File: src/rtl/fb_mem_arbiter_pkg.sv
// Shared types for the framebuffer memory arbiter: FSM states, memory request
// bundle and bus widths.
package fb_pkg;

  localparam int FB_ADDR_W = 16;
  localparam int FB_DATA_W = 16;

  typedef enum logic [1:0] {
    IDLE = 2'd0,
    DISP = 2'd1,
    CPU  = 2'd2
  } fb_arb_state_t;

  typedef struct packed {
    logic [FB_ADDR_W-1:0] address;
    logic                 wr_en;
    logic [1:0]           bytesel;
    logic [FB_DATA_W-1:0] wr_data;
  } fb_mem_req_t;

endpackage

File: src/rtl/fb_arb_counters.sv
// Fairness counters for the framebuffer arbiter: display burst length and CPU
// wait time, both saturating, with hit flags used by the IDLE arbitration.
module fb_arb_counters #(
  parameter int DISP_BURST_MAX   = 8,
  parameter int CPU_STARVE_LIMIT = 32,
  localparam int BW = $clog2(DISP_BURST_MAX) + 1,
  localparam int SW = $clog2(CPU_STARVE_LIMIT) + 1
) (
  input  logic          clk,
  input  logic          reset,
  input  logic          cpu_access,
  input  logic          in_idle,
  input  logic          in_cpu,
  input  logic          disp_grant,
  input  logic          cpu_grant,
  output logic [BW-1:0] burst_cnt,
  output logic [SW-1:0] starve_cnt,
  output logic          burst_hit,
  output logic          starve_hit
);

  localparam logic [BW-1:0] BURST_LIM  = BW'(DISP_BURST_MAX);
  localparam logic [SW-1:0] STARVE_LIM = SW'(CPU_STARVE_LIMIT);

  assign burst_hit  = (burst_cnt >= BURST_LIM);
  assign starve_hit = (starve_cnt >= STARVE_LIM);

  // Burst only counts display grants that actually delay a waiting CPU.
  always_ff @(posedge clk) begin
    if (!reset) begin
      burst_cnt <= '0;
    end else if (cpu_grant || (in_idle && !cpu_access)) begin
      burst_cnt <= '0;
    end else if (disp_grant && cpu_access && (burst_cnt != '1)) begin
      burst_cnt <= burst_cnt + 1'b1;
    end
  end

  always_ff @(posedge clk) begin
    if (!reset) begin
      starve_cnt <= '0;
    end else if (cpu_grant) begin
      starve_cnt <= '0;
    end else if (cpu_access && !in_cpu && (starve_cnt < STARVE_LIM)) begin
      starve_cnt <= starve_cnt + 1'b1;
    end
  end

endmodule

File: src/rtl/fb_mem_arbiter.sv
// Arbitrates the single framebuffer memory port between display prefetch
// (priority) and the CPU bus, with burst and starvation guards for the CPU.
module fb_mem_arbiter
  import fb_pkg::*;
#(
  parameter int DISP_BURST_MAX   = 8,
  parameter int CPU_STARVE_LIMIT = 32,
  localparam int BW = $clog2(DISP_BURST_MAX) + 1,
  localparam int SW = $clog2(CPU_STARVE_LIMIT) + 1
) (
  input  logic                 clk,
  input  logic                 reset,
  // Handshake: a requester holds *_access and its fields stable until its
  // one-cycle *_ack; mem_access/mem_* are held until the one-cycle mem_ack.
  input  logic                 disp_access,
  input  logic [FB_ADDR_W-1:0] disp_address,
  output logic                 disp_ack,
  output logic [FB_DATA_W-1:0] disp_data,
  input  logic                 cpu_access,
  input  logic [FB_ADDR_W-1:0] cpu_address,
  input  logic                 cpu_wr_en,
  input  logic [1:0]           cpu_bytesel,
  input  logic [FB_DATA_W-1:0] cpu_wr_data,
  output logic                 cpu_ack,
  output logic [FB_DATA_W-1:0] cpu_data,
  output logic                 mem_access,
  output logic [FB_ADDR_W-1:0] mem_address,
  output logic                 mem_wr_en,
  output logic [1:0]           mem_bytesel,
  output logic [FB_DATA_W-1:0] mem_wr_data,
  input  logic                 mem_ack,
  input  logic [FB_DATA_W-1:0] mem_data,
  output fb_arb_state_t        dbg_state,
  output logic [BW-1:0]        dbg_burst_cnt,
  output logic [SW-1:0]        dbg_starve_cnt
);

  fb_arb_state_t state;
  fb_mem_req_t   disp_req;
  fb_mem_req_t   cpu_req;
  fb_mem_req_t   sel_req;
  logic          cpu_win;
  logic          disp_win;
  logic          burst_hit;
  logic          starve_hit;

  assign dbg_state = state;

  always_comb begin
    disp_req         = '0;
    disp_req.address = disp_address;
    disp_req.wr_en   = 1'b0;
    disp_req.bytesel = 2'b11;

    cpu_req.address  = cpu_address;
    cpu_req.wr_en    = cpu_wr_en;
    cpu_req.bytesel  = cpu_bytesel;
    cpu_req.wr_data  = cpu_wr_data;

    // Display wins ties unless the CPU has waited too long or display has
    // already taken a full burst.
    cpu_win  = (state == IDLE) && cpu_access &&
               (starve_hit || burst_hit || !disp_access);
    disp_win = (state == IDLE) && disp_access && !cpu_win;
    sel_req  = cpu_win ? cpu_req : disp_req;
  end

  fb_arb_counters #(
    .DISP_BURST_MAX  (DISP_BURST_MAX),
    .CPU_STARVE_LIMIT(CPU_STARVE_LIMIT)
  ) u_counters (
    .clk        (clk),
    .reset      (reset),
    .cpu_access (cpu_access),
    .in_idle    (state == IDLE),
    .in_cpu     (state == CPU),
    .disp_grant (disp_win),
    .cpu_grant  (cpu_win),
    .burst_cnt  (dbg_burst_cnt),
    .starve_cnt (dbg_starve_cnt),
    .burst_hit  (burst_hit),
    .starve_hit (starve_hit)
  );

  always_ff @(posedge clk) begin
    if (!reset) begin
      state       <= IDLE;
      disp_ack    <= 1'b0;
      cpu_ack     <= 1'b0;
      disp_data   <= '0;
      cpu_data    <= '0;
      mem_access  <= 1'b0;
      mem_address <= '0;
      mem_wr_en   <= 1'b0;
      mem_bytesel <= '0;
      mem_wr_data <= '0;
    end else begin
      disp_ack <= 1'b0;
      cpu_ack  <= 1'b0;
      case (state)
        IDLE: begin
          if (cpu_win || disp_win) begin
            mem_access  <= 1'b1;
            mem_address <= sel_req.address;
            mem_wr_en   <= sel_req.wr_en;
            mem_bytesel <= sel_req.bytesel;
            mem_wr_data <= sel_req.wr_data;
            state       <= cpu_win ? CPU : DISP;
          end
        end
        DISP: begin
          if (mem_ack) begin
            mem_access <= 1'b0;
            disp_data  <= mem_data;
            disp_ack   <= 1'b1;
            state      <= IDLE;
          end
        end
        CPU: begin
          if (mem_ack) begin
            mem_access <= 1'b0;
            cpu_data   <= mem_data;
            cpu_ack    <= 1'b1;
            state      <= IDLE;
          end
        end
        default: state <= IDLE;
      endcase
    end
  end

endmodule

File: config.mk
export PLATFORM = sky130hd
export DESIGN_NAME = fb_mem_arbiter
export DESIGN_NICKNAME = d
export VERILOG_FILES = /design/src/rtl/fb_mem_arbiter_pkg.sv /design/src/rtl/fb_arb_counters.sv /design/src/rtl/fb_mem_arbiter.sv
export SDC_FILE = /design/constraint.sdc
export NUM_CORES = 1
export LEC_CHECK = 0
export ABC_CLOCK_PERIOD_IN_PS = 2050
export BUFFER_PORTS_ARGS = -buffer_cell sky130_fd_sc_hd__buf_2
export CORE_UTILIZATION = 35
export CTS_CLUSTER_DIAMETER = 60
export DETAILED_ROUTE_END_ITERATION = 10
export GPL_TIMING_DRIVEN = 0
export MAX_ROUTING_LAYER = met4
export PLACE_DENSITY_LB_ADDON = 0.08
export REMOVE_ABC_BUFFERS = 1
export SLEW_MARGIN = 20
export SYNTH_ARGS = -nofsm -noshare
export SYNTH_HDL_FRONTEND = slang
export SYNTH_HIERARCHICAL = 1
export SYNTH_SLANG_ARGS = --single-unit
File: constraint.sdc
create_clock -name clk -period 2.05 [get_ports clk]
set_input_delay 0.1025 -clock clk [delete_from_list [all_inputs] [get_ports clk]]
set_output_delay 0.1025 -clock clk [all_outputs]
set_load 0.005 [all_outputs]
==> results.txt <==
CTS Buf Count -> 9
number of global-route vias before repair -> 2981
die width -> 101.3 um
Worst Setup Start Kind -> flip-flop
Synth warnings -> 6
Post-Syn Area -> 3453 sq um
first-pass GRT wire length -> 14.39 mm
start of the worst register-to-register path -> dbg_state[0]$_SDFFE_PN0P_
R2R depth -> 8
share of cells above drive strength 1 -> 35.11%
Vias/cell -> 4.930
Vias -> 3219
die area -> 10270 sq um
Worst Hold Class -> input pin to flip-flop
Seq/Total Area, Yosys -> 47.54%
Routed WL per cell -> 14.64 um
clock latency on the worst-skew pair -> 340 ps
Syn Area/Cell -> 9.258 sq um
CTS Root Buffer Type -> clkbuf_8
grt ovf -> 0
Setup CP Type -> flip-flop to flip-flop
num ports -> 154
DR pass1 iterations -> 4
Mapped Cells -> 373
routability cong. -> 0.7245
Tot Pwr -> 3.524 mW
largest net degree at the start of global routing -> 76
Final Cycle Share -> 93.42%
Critical Path Fanout Max -> 7
Worst EP required -> 2300 ps
CTS tree -> yes
Yosys top cell area share -> 47.54%
Max stage delay on crit path -> 410 ps
largest area contributor in the netlist -> dfxtp_1
Distinct cells, synth -> 41
Slew HR -> 54.93%
Worst R2R Setup Slack -> 130 ps
DP Wirelength -> 6.082 mm
post-route antenna net violation count -> 0
CP startpoint -> dbg_state[0]$_SDFFE_PN0P_
Slew Limit Fails -> 0
std cell rows -> 35
Arr. time, crit path -> 2170 ps
Fin Clk Skew -> 10.22 ps
Max rail drop VDD -> 0.5107 mV
CP most frequent cell -> inv_1
Tmin final -> 1915 ps
die height -> 101.3 um
leakage power -> 2.003 nW
Final Setup Violations -> 0
clk sinks -> 82
Post-synth EDFFs -> 0
Post-synth top cells -> dfxtp_1 (82), nand2_1 (69), a21boi_0 (48)
Fin. Hold Viols -> 0
CTS max path bufs -> 2
ANT cells -> 0
top_reg_cell synth -> dfxtp_1
Initial Utilization -> 36.68%
cells along the critical path -> inv_1, ha_1, and2_2, nand2_4, inv_1, nor2b_1, o21ai_0, nor3_1
RSZ-0062 raised after global routing -> no
top post-synthesis cells by area -> dfxtp_1 (48%), a21boi_0 (10%), a32oi_1 (8.4%), nand2_1 (7.5%), nor2b_1 (3.4%)
final WL -> 9.562 mm
Worst-Margin Slew -> 676.0 ps
fmax -> 522.2 MHz
Worst-path clk slew -> 90 ps
status -> completed
gr usage total -> 18.45%
Crit. End Element -> flip-flop
Critical Path Sink -> u_counters/burst_cnt[2]$_SDFFE_PP0P_
most frequent cell after synthesis -> dfxtp_1
Nets -> 599
MaxCap Viol Count -> 0
Power Density -> 763.4 nW/um^2
Area Growth Syn to Fin -> 33.70%
antenna violations before repair -> 0
Port-buffer cells -> 153
core area -> 9415 sq um
Sum Neg Setup Slack -> 0 ps
Synth Register Bits -> 82
Iteration-0 DRC Markers -> 125
Critical R2R Capture -> u_counters/burst_cnt[2]$_SDFFE_PP0P_
ys async rst share -> 0%
DRC violations left -> 0
crit path max-delay cell type -> dfxtp_1
H-tree Lvls -> 3
[layer usage]
metal	wire length, um	GRT usage (%)	up-vias
li1	-	-	1611
met1	4412	22.77	1522
met2	4648	29.93	80
met3	429	4.831	6
met4	72	4.682	0
met5	0	-	-
[power breakdown]
group	internal, mW	total (mW)	switching, mW
sequential	1.67	1.71	0.0438
combinational	0.249	0.520	0.270
clock	0.721	1.29	0.570
total	2.64	3.52	0.885
[metrics by stage]
stage	std cells	setup WS [ps]	util (%)	cell area (sq um)	hold WS (ps)
3_5_place_dp	627	-153.3	45.54	4288	357.9
4_1_cts	645	49.78	48.13	4532	2.652
6_report	653	134.9	49.04	4617	12.99
2_1_floorplan	343	97.44	-	3301	230.7
3_3_place_gp	625	-604.5	44.90	4228	357.9
5_1_grt	653	13.66	49.04	4617	-7.220
[cell families after synthesis]
logic type / Yosys count / share of synthesized area (%)
simple gates: 137 / 19.82
compound gates: 103 / 23.44
mux: 1 / 0.2899
xor+xnor: 2 / 0.5073
flops: 82 / 47.54
fa+ha+maj: 8 / 2.899
buf+inv: 40 / 5.507
[area by class of cell]
cell class,count,area (sq um)
fillers,920,4798
multi-input cells,252,1655
flip-flops and latches,82,1642
repair buffers,164,900.9
well taps,129,161.4
clock buffers,12,145.1
clock inverters,4,75.07
inverters,10,37.54
[worst max-delay path, delay by kind of cell (launching register included)]
| kind | cells | cell delay (ps) |
|---|---|---|
| AOI/OAI and AO/OA | 1 | 220 |
| adders and majority gates | 1 | 290 |
| buffers and inverters | 2 | 130 |
| DFF | 1 | 410 |
| and+or+nand+nor | 4 | 770 |
[flip-flops by register name (all words and copies together), names as in the netlist, 2 cells and up]
register,count
u_counters/starve_cnt,6
u_counters/burst_cnt,4
mem_wr_data,16
dbg_state,2
cpu_data,16
disp_data,16
mem_bytesel,2
mem_address,16
[worst min path at each step]
| stage | start | to | cells after the start |
|---|---|---|---|
| final | cpu_address[10] | mem_address[10]$_SDFFE_PN0P_ | 3 |
| after global routing | cpu_address[13] | mem_address[13]$_SDFFE_PN0P_ | 3 |
| after CTS | mem_data[5] | disp_data[5]$_SDFFE_PN0P_ | 3 |
| after detailed placement | mem_data[9] | disp_data[9]$_SDFFE_PN0P_ | 3 |
| after global placement | mem_data[9] | disp_data[9]$_SDFFE_PN0P_ | 3 |
| after floorplan | reset | mem_wr_data[0]$_SDFFE_PN0P_ | 1 |
[cells in the final DEF, fill, tap and decap left out, types with 2 or more instances in the layout]
cell / count
o21ai_4: 2
a21boi_0: 48
buf_2: 152
nand4_1: 2
buf_4: 3
bufinv_16: 2
nand2_1: 69
ha_1: 8
dlygate4sd3_1: 7
inv_1: 10
nand2b_1: 2
o21ai_0: 5
a21oi_1: 3
nor3_1: 2
and2_2: 2
and3_1: 4
nand3_1: 22
o221a_1: 2
a41oi_1: 2
a21boi_1: 2
dfxtp_1: 82
xnor2_1: 2
nor2b_1: 19
clkinvlp_4: 2
nor2_1: 4
clkbuf_8: 10
and2_1: 3
a32oi_1: 33
clkbuf_1: 2
[timing repair]
item                                   4_1_cts  5_1_grt
pin swaps                                    0        2
setup endpoints to repair                    5        3
hold buffers                                 2        5
setup buffers                                0        2
gates resized for setup                      2        2
endpoints found under the hold margin        2        5
cloned                                       0        1
Note: power is estimated with default switching activity, not from simulation.
